<file path="config.mk">
export PLATFORM = sky130hd
export DESIGN_NAME = contador_regressivo_segundos
export DESIGN_NICKNAME = d
export VERILOG_FILES = /design/src/rtl/contador_regressivo_segundos_pkg.sv /design/src/rtl/contador_regressivo_segundos_digito.sv /design/src/rtl/contador_regressivo_segundos.sv
export SDC_FILE = /design/constraint.sdc
export NUM_CORES = 1
export LEC_CHECK = 0
export BUFFER_PORTS_ARGS = -buffer_cell sky130_fd_sc_hd__buf_2
export CORE_AREA = 2 2 39 41
export DETAILED_ROUTE_END_ITERATION = 7
export DIE_AREA = 0 0 41 43
export HOLD_SLACK_MARGIN = 0.1
export PLACE_DENSITY_LB_ADDON = 0.12
export RECOVER_POWER = 50
export SLEW_MARGIN = 20
export SYNTH_ARGS = -nofsm -noshare
export SYNTH_HDL_FRONTEND = slang
export SYNTH_HIERARCHICAL = 1
export SYNTH_SLANG_ARGS = --single-unit
</file>
<file path="constraint.sdc">
create_clock -name clk -period 6.7 [get_ports clk]
set_clock_uncertainty 0.2 [all_clocks]
set_input_delay 2.01 -clock clk [delete_from_list [all_inputs] [get_ports clk]]
set_output_delay 2.01 -clock clk [all_outputs]
set_load 0.005 [all_outputs]
</file>
<file path="src/rtl/contador_regressivo_segundos_pkg.sv">
// Shared definitions for the seconds countdown: FSM states,
// BCD constants and the preset clamp helper.
package contador_regressivo_segundos_pkg;

  typedef enum logic [1:0] {
    PARADO   = 2'd0,
    CONTANDO = 2'd1,
    PAUSADO  = 2'd2,
    FIM      = 2'd3
  } estado_t;

  localparam logic [3:0] ZERO_BCD = 4'd0;
  localparam int MAX_UNIDADE_DEF = 9;
  localparam int MAX_DEZENA_DEF  = 5;

  function automatic logic [3:0] limitaBcd(
    input logic [3:0] valor,
    input logic [3:0] limite
  );
    return (valor > limite) ? limite : valor;
  endfunction

endpackage

</file>
<file path="src/rtl/contador_regressivo_segundos_digito.sv">
// One BCD down-counting digit with load, enable and borrow out.
// Borrow is high when enabled while the digit sits at zero.
module digito_regressivo
  import contador_regressivo_segundos_pkg::*;
#(
  parameter int MAX = MAX_UNIDADE_DEF
) (
  input  logic       clk,
  input  logic       clear,
  input  logic       carregar,
  input  logic [3:0] valorCarga,
  input  logic       habilitar,
  output logic [3:0] q,
  output logic       emprestimo
);

  localparam logic [3:0] MAX_BCD = 4'(MAX);

  logic emZero;

  assign emZero     = (q == ZERO_BCD);
  assign emprestimo = habilitar && emZero;

  // load has priority over counting; zero wraps to the digit max
  always_ff @(posedge clk) begin
    if (clear) begin
      q <= ZERO_BCD;
    end else if (carregar) begin
      q <= limitaBcd(valorCarga, MAX_BCD);
    end else if (habilitar) begin
      q <= emZero ? MAX_BCD : q - 4'd1;
    end
  end

endmodule

</file>
<file path="src/rtl/contador_regressivo_segundos.sv">
// Seconds countdown (MM:SS seconds half) with borrow to minutes.
// Optional RECARGA_AUTOMATICA_EN: reload last preset at end.
module contador_regressivo_segundos
  import contador_regressivo_segundos_pkg::*;
#(
  parameter int MAX_DEZENA  = MAX_DEZENA_DEF,
  parameter int MAX_UNIDADE = MAX_UNIDADE_DEF
) (
  input  logic       clk,
  input  logic       clear,
  input  logic       tick,
  input  logic       carregar,
  input  logic [3:0] presetUnidade,
  input  logic [3:0] presetDezena,
  input  logic       iniciar,
  input  logic       pausar,
  input  logic       minutosZero,
  output logic [3:0] qUnidade,
  output logic [3:0] qDezena,
  output logic       emprestimo,
  output logic       fim
);

  estado_t estado;

  logic       cargaOk;
  logic       tickAtivo;
  logic       zeroAtual;
  logic       fimCond;
  logic       contaEn;
  logic       bUnidade;
  logic       bDezena;
  logic       carregaDig;
  logic [3:0] cargaUnidade;
  logic [3:0] cargaDezena;

  assign cargaOk   = carregar && (estado != CONTANDO);
  assign tickAtivo = tick && (estado == CONTANDO);
  assign zeroAtual = (qUnidade == ZERO_BCD)
                  && (qDezena == ZERO_BCD);
  assign fimCond   = tickAtivo && zeroAtual && minutosZero;
  assign contaEn   = tickAtivo && !fimCond;

`ifdef RECARGA_AUTOMATICA_EN
  logic [3:0] guardaUnidade;
  logic [3:0] guardaDezena;

  // remember the clamped preset so the end of count can reload it
  always_ff @(posedge clk) begin
    if (clear) begin
      guardaUnidade <= ZERO_BCD;
      guardaDezena  <= ZERO_BCD;
    end else if (cargaOk) begin
      guardaUnidade <= limitaBcd(presetUnidade, 4'(MAX_UNIDADE));
      guardaDezena  <= limitaBcd(presetDezena, 4'(MAX_DEZENA));
    end
  end

  assign carregaDig   = cargaOk || fimCond;
  assign cargaUnidade = cargaOk ? presetUnidade : guardaUnidade;
  assign cargaDezena  = cargaOk ? presetDezena : guardaDezena;
`else
  assign carregaDig   = cargaOk;
  assign cargaUnidade = presetUnidade;
  assign cargaDezena  = presetDezena;
`endif

  digito_regressivo #(
    .MAX(MAX_UNIDADE)
  ) uUnidade (
    .clk       (clk),
    .clear     (clear),
    .carregar  (carregaDig),
    .valorCarga(cargaUnidade),
    .habilitar (contaEn),
    .q         (qUnidade),
    .emprestimo(bUnidade)
  );

  digito_regressivo #(
    .MAX(MAX_DEZENA)
  ) uDezena (
    .clk       (clk),
    .clear     (clear),
    .carregar  (carregaDig),
    .valorCarga(cargaDezena),
    .habilitar (bUnidade),
    .q         (qDezena),
    .emprestimo(bDezena)
  );

  // control FSM; borrow out of the tens digit means 00 -> max wrap
  always_ff @(posedge clk) begin
    if (clear) begin
      estado     <= PARADO;
      emprestimo <= 1'b0;
      fim        <= 1'b0;
    end else begin
      emprestimo <= bDezena;
      fim        <= 1'b0;
      if (cargaOk) begin
        estado <= PARADO;
      end else begin
        unique case (estado)
          PARADO, PAUSADO: begin
            if (iniciar && !pausar) estado <= CONTANDO;
          end
          CONTANDO: begin
            if (fimCond) begin
              fim <= 1'b1;
`ifdef RECARGA_AUTOMATICA_EN
              if (pausar) estado <= PAUSADO;
`else
              estado <= FIM;
`endif
            end else if (pausar) begin
              estado <= PAUSADO;
            end
          end
          FIM: begin
            fim <= 1'b1;
          end
          default: estado <= PARADO;
        endcase
      end
    end
  end

endmodule

</file>
After elaboration in Yosys (flattened, before gate mapping)
Cells that the tools add are included.

cells by class
  order comparisons = 2
  mux-type cells = 14
  add/subtract/negate cells = 2
  equal/unequal tests = 6
  reductions and logical operators = 20

operators with widths
  cell                                                 number
  two-way mux 4 bit                                    8
  logical AND 1 bit                                    9
  zero test 4 bit                                      2
  subtractor 4 x 1 -> 4 bit, second input constant     2
  two-way mux 2 bit                                    3
  nonzero test 2 bit                                   3
  equality test 2 bit, second input constant           2
  > comparator 4 x 3 -> 1 bit, second input constant   1
  > comparator 4 bit, second input constant            1
  one-hot mux 2 bit (2 select lines)                   1
  OR reduction 2 bit                                   2
  != test 3 bit, second input constant                 1
  AND reduction 3 bit                                  1
  equality test 2 x 1 -> 1 bit, second input constant  1
  zero test 1 bit                                      2
  zero test 2 bit                                      1
  != test 2 x 1 -> 1 bit, second input constant        1
  != test 2 bit, second input constant                 1
  one-hot mux 1 bit (2 select lines)                   1
  two-way mux 1 bit                                    1

word-level totals
  input bits = 15
  register bits = 12
  word-level logic and storage cells = 49

Longest topological paths before layout
Gate-level depths: netlist (run 1).

  depth after elaboration = 9
  depth in mapped cells = 8
  depth with buffers taken out = 8

Modules after synthesis
The synthesis (run 1) kept the hierarchy.

by module, submodules not included
  module                         instances  cells an instance  area each (µm²)
  digito_regressivo at uUnidade  1          26                 211.5
  contador_regressivo_segundos   1          22                 209.0
  digito_regressivo at uDezena   1          21                 198.9

Least setup slack after synthesis (run 1)
No wires, ideal clock.

  path kind = in2reg
  start point = input port tick
  end point = register uDezena.q[1]
  required time = 6.414 ns
  stages = 7
  arrival time = 3.767 ns
  path slack = 2.646 ns
  path through = nand4_1 -> and4_2 -> or3b_1 -> nor3_1 -> nand2b_1 -> or3_1 -> a221oi_2

on the way
  word-level cells in the longest chain between the ends = 7

RTL lines
  item                                     line                                       text
  start: declaration                       contador_regressivo_segundos.sv:11         input logic tick,
  logical AND 1 bit (*)                    contador_regressivo_segundos.sv:38         assign tickAtivo = tick && (estado == CONTANDO);
  logical AND 1 bit (2 in series)          contador_regressivo_segundos.sv:41         assign fimCond = tickAtivo && zeroAtual && minutosZero;
  zero test 1 bit                          contador_regressivo_segundos.sv:42         assign contaEn = tickAtivo && !fimCond;
  logical AND 1 bit (*)                    contador_regressivo_segundos.sv:42
  named net contaEn                        contador_regressivo_segundos.sv:30         logic contaEn;
  logical AND 1 bit (*)                    contador_regressivo_segundos_digito.sv:22  assign emprestimo = habilitar && emZero;
  named net bUnidade                       contador_regressivo_segundos.sv:31         logic bUnidade;
  nonzero test 2 bit (no source line) (*)  n/a
  end signal: assignment                   contador_regressivo_segundos_digito.sv:29  q <= limitaBcd(valorCarga, MAX_BCD);
  end signal: assignment                   contador_regressivo_segundos_digito.sv:31  q <= emZero ? MAX_BCD : q - 4'd1;
  end: declaration                         contador_regressivo_segundos_digito.sv:13  output logic [3:0] q,

The timed path passes the listed nets; every way through them passes the cells marked *.
A chain may end at the register's enable or synchronous reset.

Worst setup path in the final report (run 1)
Same ends and word-level chain as after synthesis.

==> results of run 1 <==
state kept, by name, indices dropped and copies added, names as in the netlist:
name and cells:
emprestimo 1, estado 2, fim 1, uDezena/q 4
uUnidade/q 4
power by group through the flow:
| stage | clock, mW | combinational [mW] | sequential [mW] |
|---|---|---|---|
| after floorplan | 0 | 0.0119 | 0.0811 |
| after global placement | 0 | 0.0232 | 0.0815 |
| after detailed placement | 0 | 0.0233 | 0.0815 |
| after CTS | 0.0455 | 0.0235 | 0.0799 |
| after global routing | 0.0480 | 0.0261 | 0.0808 |
| final | 0.0440 | 0.0231 | 0.0798 |
per-layer routing:
layer,track usage (%),vias up,wire (microns)
li1,-,323,-
met1,24.7,275,626
met2,25.6,16,635
met3,3.14,2,80
met4,12.0,0,10
met5,0,-,0
cells in the final DEF, fill, tap and decap left out, drive strengths merged:
cell type / count
a21boi: 1
nor4b: 3
o31a: 1
a2bb2oi: 1
a31oi: 1
nand3: 2
o41ai: 1
nor2b: 3
buf: 23
nand4: 1
nor4: 2
xor2: 1
inv: 4
dfxtp: 12
nor3: 1
or2b: 1
xnor2: 1
and4: 1
a221oi: 3
a21oi: 4
clkbuf: 5
nor2: 7
or3: 2
or4: 1
a311oi: 2
nand2: 4
o21ai: 2
nand2b: 3
a211oi: 3
or3b: 1
area by class of cell:
class / instances / area [sq um]
clock buffers: 3 / 22.5
multi-input cells: 53 / 364
repair buffers: 25 / 125
inverters: 4 / 15.0
fillers: 141 / 597
well taps: 16 / 20.0
flip-flops and latches: 12 / 240
per-stage QoR:
step / instance area (sq um) / cells / power (mW) / setup WS [ns] / utilization, %
floorplan: 619 / 69 / 0.0930 / 2.65 / -
finish: 787 / 113 / 0.147 / 2.59 / 56.9
global placement: 767 / 110 / 0.105 / 2.40 / 55.4
detailed placement: 767 / 110 / 0.105 / 2.33 / 55.4
global route: 787 / 113 / 0.155 / 2.43 / 56.9
CTS: 790 / 113 / 0.149 / 2.61 / 57.1
logic make-up (layout without fill, tap and decap cells):
| logic type | after synthesis | count (layout) | synth area share, % |
|---|---|---|---|
| simple gates | 32 | 32 | 32.9 |
| xor+xnor | 2 | 2 | 2.83 |
| compound gates | 19 | 19 | 23.0 |
| flops | 12 | 12 | 38.8 |
| buf+inv | 4 | 32 | 2.42 |
worst max-delay path, delay by kind of cell:
family                 cells  cell delay, ns
AND/OR/NAND/NOR            6            1.76
AO/OA/AOI/OAI              1            0.24
buffers and inverters      1            0.10
worst max path at each step:
stage	to	slack, ns	from
floorplan	uDezena/q[1]$_SDFFE_PP0P_	2.65	tick
global placement	uDezena/q[1]$_SDFFE_PP0P_	2.40	tick
detailed placement	uDezena/q[1]$_SDFFE_PP0P_	2.33	tick
CTS	uDezena/q[1]$_SDFFE_PP0P_	2.61	tick
global route	uDezena/q[1]$_SDFFE_PP0P_	2.43	tick
finish	uDezena/q[1]$_SDFFE_PP0P_	2.59	tick
==> impl_metrics.json, run 1 <==
{
  "synth.area.top_cells": "dfxtp_1, nor2_1, nor4_2",
  "grt_pass1_vias": 532,
  "worstSkewPairLatency_ns": 0.27,
  "ff2ff_path_depth": 8,
  "required_ns": 6.69,
  "pwr-share-seq_pct": 54.3,
  "drtIter0Drc": 10,
  "yosysWarnings": 6,
  "cts_tree": "built",
  "clockBufferDepth": 2,
  "place_congestion": 0.735,
  "drt-pass1-iter-count": 4,
  "yosysSeqAreaShare_pct": 38.8,
  "final_nets": 114,
  "fmax_ghz": 0.243,
  "grt_start_max_net_pins": 14,
  "grt_antenna_before_repair": 0,
  "fin_tns_setup_ns": 0,
  "synth-main-ff-cell": "dfxtp_1",
  "r2r_end": "uDezena/q[1]$_SDFFE_PP0P_",
  "synthCells": 69,
  "syn_nets": 84,
  "tightest_slew_ns": 0.714,
  "crit_type": "in2reg",
  "swShare_pct": 26.8,
  "synth_commonest_cells": "dfxtp_1, nor2_1, a21oi_1, nand2_1",
  "p_leak_nw": 0.320,
  "fin_crit_ns": 4.11,
  "startpoint_type": "input port",
  "status": "finished, final reports clean",
  "synth.ff_latch_count": 12,
  "r2r_start": "uUnidade/q[0]$_SDFFE_PP0P_",
  "timing.hold.ws_ns": 0.342,
  "cts_made_buffers": 3,
  "whs_path_depth": 2,
  "async_reset_ff_share_pct": 0,
  "clkPwrFrac_pct": 29.9,
  "synth.most_common_cell": "dfxtp_1",
  "power.density_mw_per_mm2": 187,
  "crit_path_max_fanout": 4,
  "routed_wl_mm": 1.35,
  "max_stage_delay_ns": 0.39,
  "syn_area_per_cell_sq_um": 8.98,
  "io_pins": 25,
  "ir_worst_vdd_mv": 0.0844,
  "setup_violations": 0,
  "post-route-period-util_pct": 61.4,
  "p_switching_uw": 39.4,
  "hold_violations": 0,
  "holdCritStartpoint": "estado[0]$_SDFFE_PP0P_",
  "clk_pin_slew_ns": 0.07,
  "synth_area_sq_um": 619,
  "crit_path_cell_trace": "buf_2, nand4_1, and4_2, or3b_1, nor3_1, nand2b_1, or3_1, a221oi_2",
  "dieArea_sq_mm": 0.00176,
  "track_usage_pct": 18.3,
  "grt_pass1_wl_mm": 2.15,
  "cp_slowest_cell": "or3b_1",
  "min_path_type": "reg2reg",
  "cts_resized": 0,
  "initial_core_util_pct": 44.8,
  "synth_top_area_cell": "dfxtp_1",
  "die_y_microns": 43,
  "drive_gt1_share_pct": 33.0,
  "remaining_drc_errors": 0,
  "ys_types": 32,
  "diodes": 0,
  "min_to": "fim$_SDFF_PP0_",
  "cts_setup_buffers": 0,
  "core_sq_mm": 0.00138,
  "ctsHtreeMaxLevel": 1,
  "clock_sinks": 12,
  "die_w_microns": 41,
  "synth-edff-count": 0,
  "max_slew_margin_pct": 51.9,
  "vias": 616,
  "area_growth_pct": 27.1,
  "wl_per_cell_microns": 12.0,
  "postCtsHoldBufs": 0,
  "intPower_uw": 108,
  "ant_nets": 0,
  "combPwrFrac_pct": 15.7,
  "synth_top_area_share_pct": 38.8,
  "critPathArrivalTime_ns": 4.10,
  "drv_slew": 0,
  "worstSetupEndpointType": "flop",
  "r2r_setup_slack_ns": 3.89,
  "portBuffers": 24,
  "max-cap-violations": 0,
  "grt-ovfl-total": 0,
  "rsz0062_at_grt": "no",
  "hpwl_mm": 1.05,
  "viasPerCell": 5.45,
  "cts-root-buf": "clkbuf_4",
  "rows": 14
}
Power figures use the tool's default switching activity.
==> run 2, diff against run 1 <==
--- a/config.mk
+++ b/config.mk
@@ -6,9 +6,9 @@
 export NUM_CORES = 1
 export LEC_CHECK = 0
 export BUFFER_PORTS_ARGS = -buffer_cell sky130_fd_sc_hd__buf_2
-export CORE_AREA = 2 2 39 41
+export CORE_AREA = 2 2 42 44
 export DETAILED_ROUTE_END_ITERATION = 7
-export DIE_AREA = 0 0 41 43
+export DIE_AREA = 0 0 44 46
 export HOLD_SLACK_MARGIN = 0.1
 export PLACE_DENSITY_LB_ADDON = 0.12
 export RECOVER_POWER = 50
==> constraint.sdc (replaced) <==
create_clock -name clk -period 3.6 [get_ports clk]
set_clock_uncertainty 0.2 [all_clocks]
set_input_delay 1.08 -clock clk [delete_from_list [all_inputs] [get_ports clk]]
set_output_delay 1.08 -clock clk [all_outputs]
set_load 0.005 [all_outputs]
==> run 2 against run 1 <==
Final area grew 2.2%. Clock power grew to 2.5 times the previous value. Sequential power grew 87%. Sequential cell count is the same. Via count grew 2.8%. Critical path depth is the same. Hold slack gained 0.0049 ns. Global-route usage shrank 2.5 points. Worst setup slack lost 2.0 ns. Register-to-register slack lost 2.9 ns. Sequential share of layout area shrank 0.66 points. Power grew 110%.
==> impl_metrics.json, run 2 (same netlist as run 1, synthesis figures left out) <==
{
  "io_pins": 25,
  "fmax_ghz": 0.333,
  "fin_crit_ns": 3.00,
  "clock_sinks": 12,
  "final_nets": 115,
  "clk_pin_slew_ns": 0.08,
  "grt_pass1_wl_mm": 2.24,
  "ant_nets": 0,
  "fillers": 173,
  "portBuffers": 24,
  "cts_setup_buffers": 0,
  "viasPerCell": 5.46,
  "worstSkewPairLatency_ns": 0.28,
  "initial_core_util_pct": 38.4,
  "r2r_setup_slack_ns": 0.96,
  "wl_per_cell_microns": 12.0,
  "clockBufferDepth": 2,
  "critPathArrivalTime_ns": 3.00,
  "hold_violations": 0,
  "crit_path_max_fanout": 4,
  "remaining_drc_errors": 0,
  "drtIter0Drc": 5,
  "status": "finished, final reports clean",
  "ctsHtreeMaxLevel": 1,
  "die_y_microns": 46,
  "place_congestion": 0.738,
  "rows": 15,
  "tightest_slew_ns": 0.568,
  "p_leak_nw": 0.319,
  "layout_commonest_cell": "buf_2",
  "post-route-period-util_pct": 83.3,
  "max-cap-violations": 0,
  "routed_wl_mm": 1.39,
  "grt_antenna_before_repair": 0,
  "track_usage_pct": 15.8,
  "postCtsHoldBufs": 0,
  "grt_pass1_vias": 537,
  "ir_worst_vdd_mv": 0.205,
  "rsz0062_at_grt": "no",
  "max_slew_margin_pct": 62.1,
  "drive_gt1_share_pct": 30.3,
  "mostFrequentLayoutCells": "buf_2, dfxtp_1, nor2_1",
  "grt-ovfl-total": 0,
  "dp_slack_ns": 0.310,
  "diodes": 0,
  "worstSetupEndpointType": "flop",
  "drt-pass1-iter-count": 3,
  "grt_start_max_net_pins": 14,
  "hpwl_mm": 1.06,
  "die_w_microns": 44,
  "area_growth_pct": 29.9,
  "fin_tns_setup_ns": 0,
  "reg_top3": "uDezena/q (4), uUnidade/q (4), estado (2)",
  "required_ns": 3.60,
  "setup_slack_ns": 0.601,
  "startpoint_type": "input port",
  "dieArea_sq_mm": 0.00202,
  "power.density_mw_per_mm2": 375,
  "setup_violations": 0,
  "crit_type": "in2reg",
  "cts_tree": "built",
  "min_path_type": "reg2reg",
  "cts_made_buffers": 3,
  "core_sq_mm": 0.00161,
  "drv_slew": 0,
  "vias": 633,
  "cts-root-buf": "clkbuf_4",
  "cts_resized": 0
}
-- run 2: cell count changes in the layout (fill, tap and decap cells not counted) --
| cell | previous run | this run |
|---|---|---|
| buf_2 | 22 | 19 |
| clkbuf_1 | 2 | 5 |
| and4_1 | 0 | 1 |
| and4_2 | 1 | 0 |
| buf_4 | 1 | 2 |
| clkbuf_8 | 0 | 1 |
-- run 2: report_power, final --
| part | leakage (nW) | total, mW | switching (mW) | internal [mW] |
|---|---|---|---|---|
| clock | 0.0210 | 0.110 | 0.0484 | 0.0615 |
| sequential | 0.0984 | 0.149 | 0.00955 | 0.139 |
| combinational | 0.200 | 0.0431 | 0.0206 | 0.0226 |
| total | 0.319 | 0.302 | 0.0785 | 0.223 |
-- run 2: critical path, stage by stage --
cell	delay, ns
buf_2	0.10
nand4_1	0.14
and4_1	0.28
or3b_1	0.40
nor3_1	0.25
nand2b_1	0.14
or3_1	0.38
a221oi_2	0.22
-- run 2: path summary, 6_finish.rpt --
check | endpoint | cells past startpoint | startpoint
worst max-delay path | uDezena/q[1]$_SDFFE_PP0P_ | 8 | tick
worst min-delay path | estado[0]$_SDFFE_PP0P_ | 2 | estado[1]$_SDFFE_PP0P_
worst max register to register | uDezena/q[1]$_SDFFE_PP0P_ | 8 | uDezena/q[0]$_SDFFE_PP0P_
worst min register to register | estado[0]$_SDFFE_PP0P_ | 2 | estado[1]$_SDFFE_PP0P_
-- run 2: area by class of cell --
cell class	count	area, sq um	area share, %
Inverter	4	15.0	1.87
Timing Repair Buffer	26	129	16.0
Sequential cell	12	240	29.9
Tap cell	17	21.3	2.64
Multi-Input combinational cell	53	363	45.1
Clock buffer	4	36.3	4.51
-- run 2: layer usage --
metal | GRT usage (%) | part of all wire (%) | vias up
met5 | 0 | 0 | -
met2 | 24.4 | 47 | 14
met3 | 4.76 | 4.1 | 2
li1 | - | - | 322
met4 | 10.9 | 0.86 | 0
met1 | 18.6 | 48 | 295
-- run 2: stage by stage --
stage	power, mW	hold WS [ns]	instance area, sq um	std cells	utilization, %
final	0.302	0.347	805	116	49.8
after global routing	0.321	0.378	805	116	49.8
after CTS	0.305	0.341	812	116	50.3
after detailed placement	0.196	0.329	776	112	48.1
after global placement	0.195	0.328	776	112	48.1
after floorplan	0.173	0.287	619	69	-
==> run 3, diff against run 2 <==
==> constraint.sdc (replaced) <==
create_clock -name clk -period 2.45 [get_ports clk]
set_clock_uncertainty 0.2 [all_clocks]
set_input_delay 0.735 -clock clk [delete_from_list [all_inputs] [get_ports clk]]
set_output_delay 0.735 -clock clk [all_outputs]
set_load 0.005 [all_outputs]
==> run 3 against run 2 <==
Combinational power rose by 94%. Sequential cell count did not move. Sequential share of layout area fell by 2.5 points. Register-to-register slack got worse by 0.77 ns. Hold slack got worse by 0.0050 ns. Non-clock buffer count rose by 12. Highest routed layer is now met3.
==> impl_metrics.json, run 3 (same netlist as run 1, synthesis figures left out) <==
{
  "reg_top3": "uDezena/q (4), uUnidade/q (4), estado (2)",
  "ff2ff_path_depth": 8,
  "post-route-period-util_pct": 95.3,
  "ant_nets": 0,
  "critPathArrivalTime_ns": 2.32,
  "cts_setup_buffers": 0,
  "portBuffers": 24,
  "track_usage_pct": 16.4,
  "cts_made_buffers": 3,
  "die_w_microns": 44,
  "die_y_microns": 46,
  "setup_violations": 0,
  "cts_tree": "built",
  "holdCritStartpoint": "uDezena/q[3]$_SDFFE_PP0P_",
  "power_uw": 412,
  "wl_per_cell_microns": 12.0,
  "hpwl_mm": 1.16,
  "drv_slew": 0,
  "final_cells": 127,
  "drive_gt1_share_pct": 35.5,
  "vias": 679,
  "clk_pin_slew_ns": 0.07,
  "dieArea_sq_mm": 0.00202,
  "startpoint_type": "input port",
  "met1_usage_pct": 21.1,
  "drt-pass1-iter-count": 4,
  "ctsHtreeMaxLevel": 1,
  "min_path_type": "reg2reg",
  "cts-root-buf": "clkbuf_4",
  "routed_wl_mm": 1.53,
  "clockBufferDepth": 2,
  "io_pins": 25,
  "fin_crit_ns": 2.33,
  "drtIter0Drc": 3,
  "top_usage_layer": "met2",
  "dp_cells": 124,
  "grt_pass1_wl_mm": 2.40,
  "whs_path_depth": 1,
  "mostFrequentLayoutCells": "buf_2, dfxtp_1, clkbuf_1",
  "grt_pass1_vias": 578,
  "layout_commonest_cell": "buf_2",
  "rows": 15,
  "p_leak_nw": 0.357,
  "r2r_start": "uDezena/q[3]$_SDFFE_PP0P_",
  "required_ns": 2.44,
  "status": "finished, final reports clean",
  "power.density_mw_per_mm2": 469,
  "rsz0062_at_grt": "no",
  "diodes": 0,
  "fillers": 166,
  "ir_worst_vdd_mv": 0.247,
  "max-cap-violations": 0,
  "grt-ovfl-total": 0,
  "fmax_ghz": 0.429,
  "fin_util_pct": 54.5,
  "worstSetupEndpointType": "flop",
  "remaining_drc_errors": 0,
  "place_congestion": 0.773,
  "hold_violations": 0,
  "clock_sinks": 12,
  "crit_type": "in2reg",
  "initial_core_util_pct": 38.4,
  "fin_tns_setup_ns": 0,
  "max_slew_margin_pct": 71.5,
  "min_to": "uDezena/q[3]$_SDFFE_PP0P_",
  "worstSkewPairLatency_ns": 0.26,
  "area_growth_pct": 42.0,
  "core_sq_mm": 0.00161,
  "grt_antenna_before_repair": 0,
  "r2r_setup_slack_ns": 0.19,
  "viasPerCell": 5.35,
  "gr-usage-met2_pct": 26.2,
  "r2r_end": "uDezena/q[1]$_SDFFE_PP0P_",
  "grt_start_max_net_pins": 14,
  "tightest_slew_ns": 0.422,
  "final_nets": 127,
  "use_met3_pct": 5.95,
  "crit_path_max_fanout": 3
}
## run 3: metrics by stage
step                      hold WS (ns)  cell area (sq um)  worst slack (ns)
final                            0.342                880             0.116
after global routing             0.369                880            0.0370
after CTS                        0.340                903            0.0719
after detailed placement         0.331                881            -0.212
after global placement           0.322                881            -0.205
after floorplan                  0.292                634            -0.140
## run 3: area by class of cell
| class | instances | area [sq um] | share of cell area [%] |
|---|---|---|---|
| multi-input cells | 53 | 382 | 43.4 |
| flip-flops and latches | 12 | 240 | 27.3 |
| repair buffers | 38 | 199 | 22.6 |
| clock buffers | 3 | 22.5 | 2.56 |
| well taps | 17 | 21.3 | 2.42 |
| inverters | 4 | 15.0 | 1.71 |
## run 3: what timing repair did
item	in CTS	in global routing
endpoints found under the hold margin	0	0
resized for setup	0	1
endpoints found under the setup margin	0	2
hold buffers	0	0
## run 3: critical path: stages
cell and delay (ns):
buf_2 0.10, nand4_1 0.09, and4_4 0.21, or3b_4 0.39
nor3_4 0.16, nand2b_1 0.10, or3_1 0.33, a221oi_2 0.21
## run 3: worst max path at each step
stage	end	slack (ns)	cells past startpoint	from
floorplan	uDezena/q[1]$_SDFFE_PP0P_	-0.14	7	minutosZero
global placement	emprestimo$_SDFF_PP0_	-0.20	9	minutosZero
detailed placement	emprestimo$_SDFF_PP0_	-0.21	9	minutosZero
CTS	emprestimo$_SDFF_PP0_	0.07	9	minutosZero
global route	uDezena/q[1]$_SDFFE_PP0P_	0.04	8	minutosZero
finish	uDezena/q[1]$_SDFFE_PP0P_	0.12	8	minutosZero
## run 3: per-layer routing
| layer | up-vias | wire (microns) |
|---|---|---|
| li1 | 346 | - |
| met1 | 313 | 726 |
| met2 | 20 | 713 |
| met3 | 0 | 86 |
| met4 | 0 | 0 |
| met5 | - | 0 |
## run 3: report_power, final
part | switching, mW | internal [mW] | leakage, nW | total [mW]
registers | 0.00647 | 0.204 | 0.0984 | 0.211
logic | 0.0436 | 0.0402 | 0.245 | 0.0838
clock network | 0.0612 | 0.0568 | 0.0138 | 0.118
total | 0.111 | 0.301 | 0.357 | 0.412
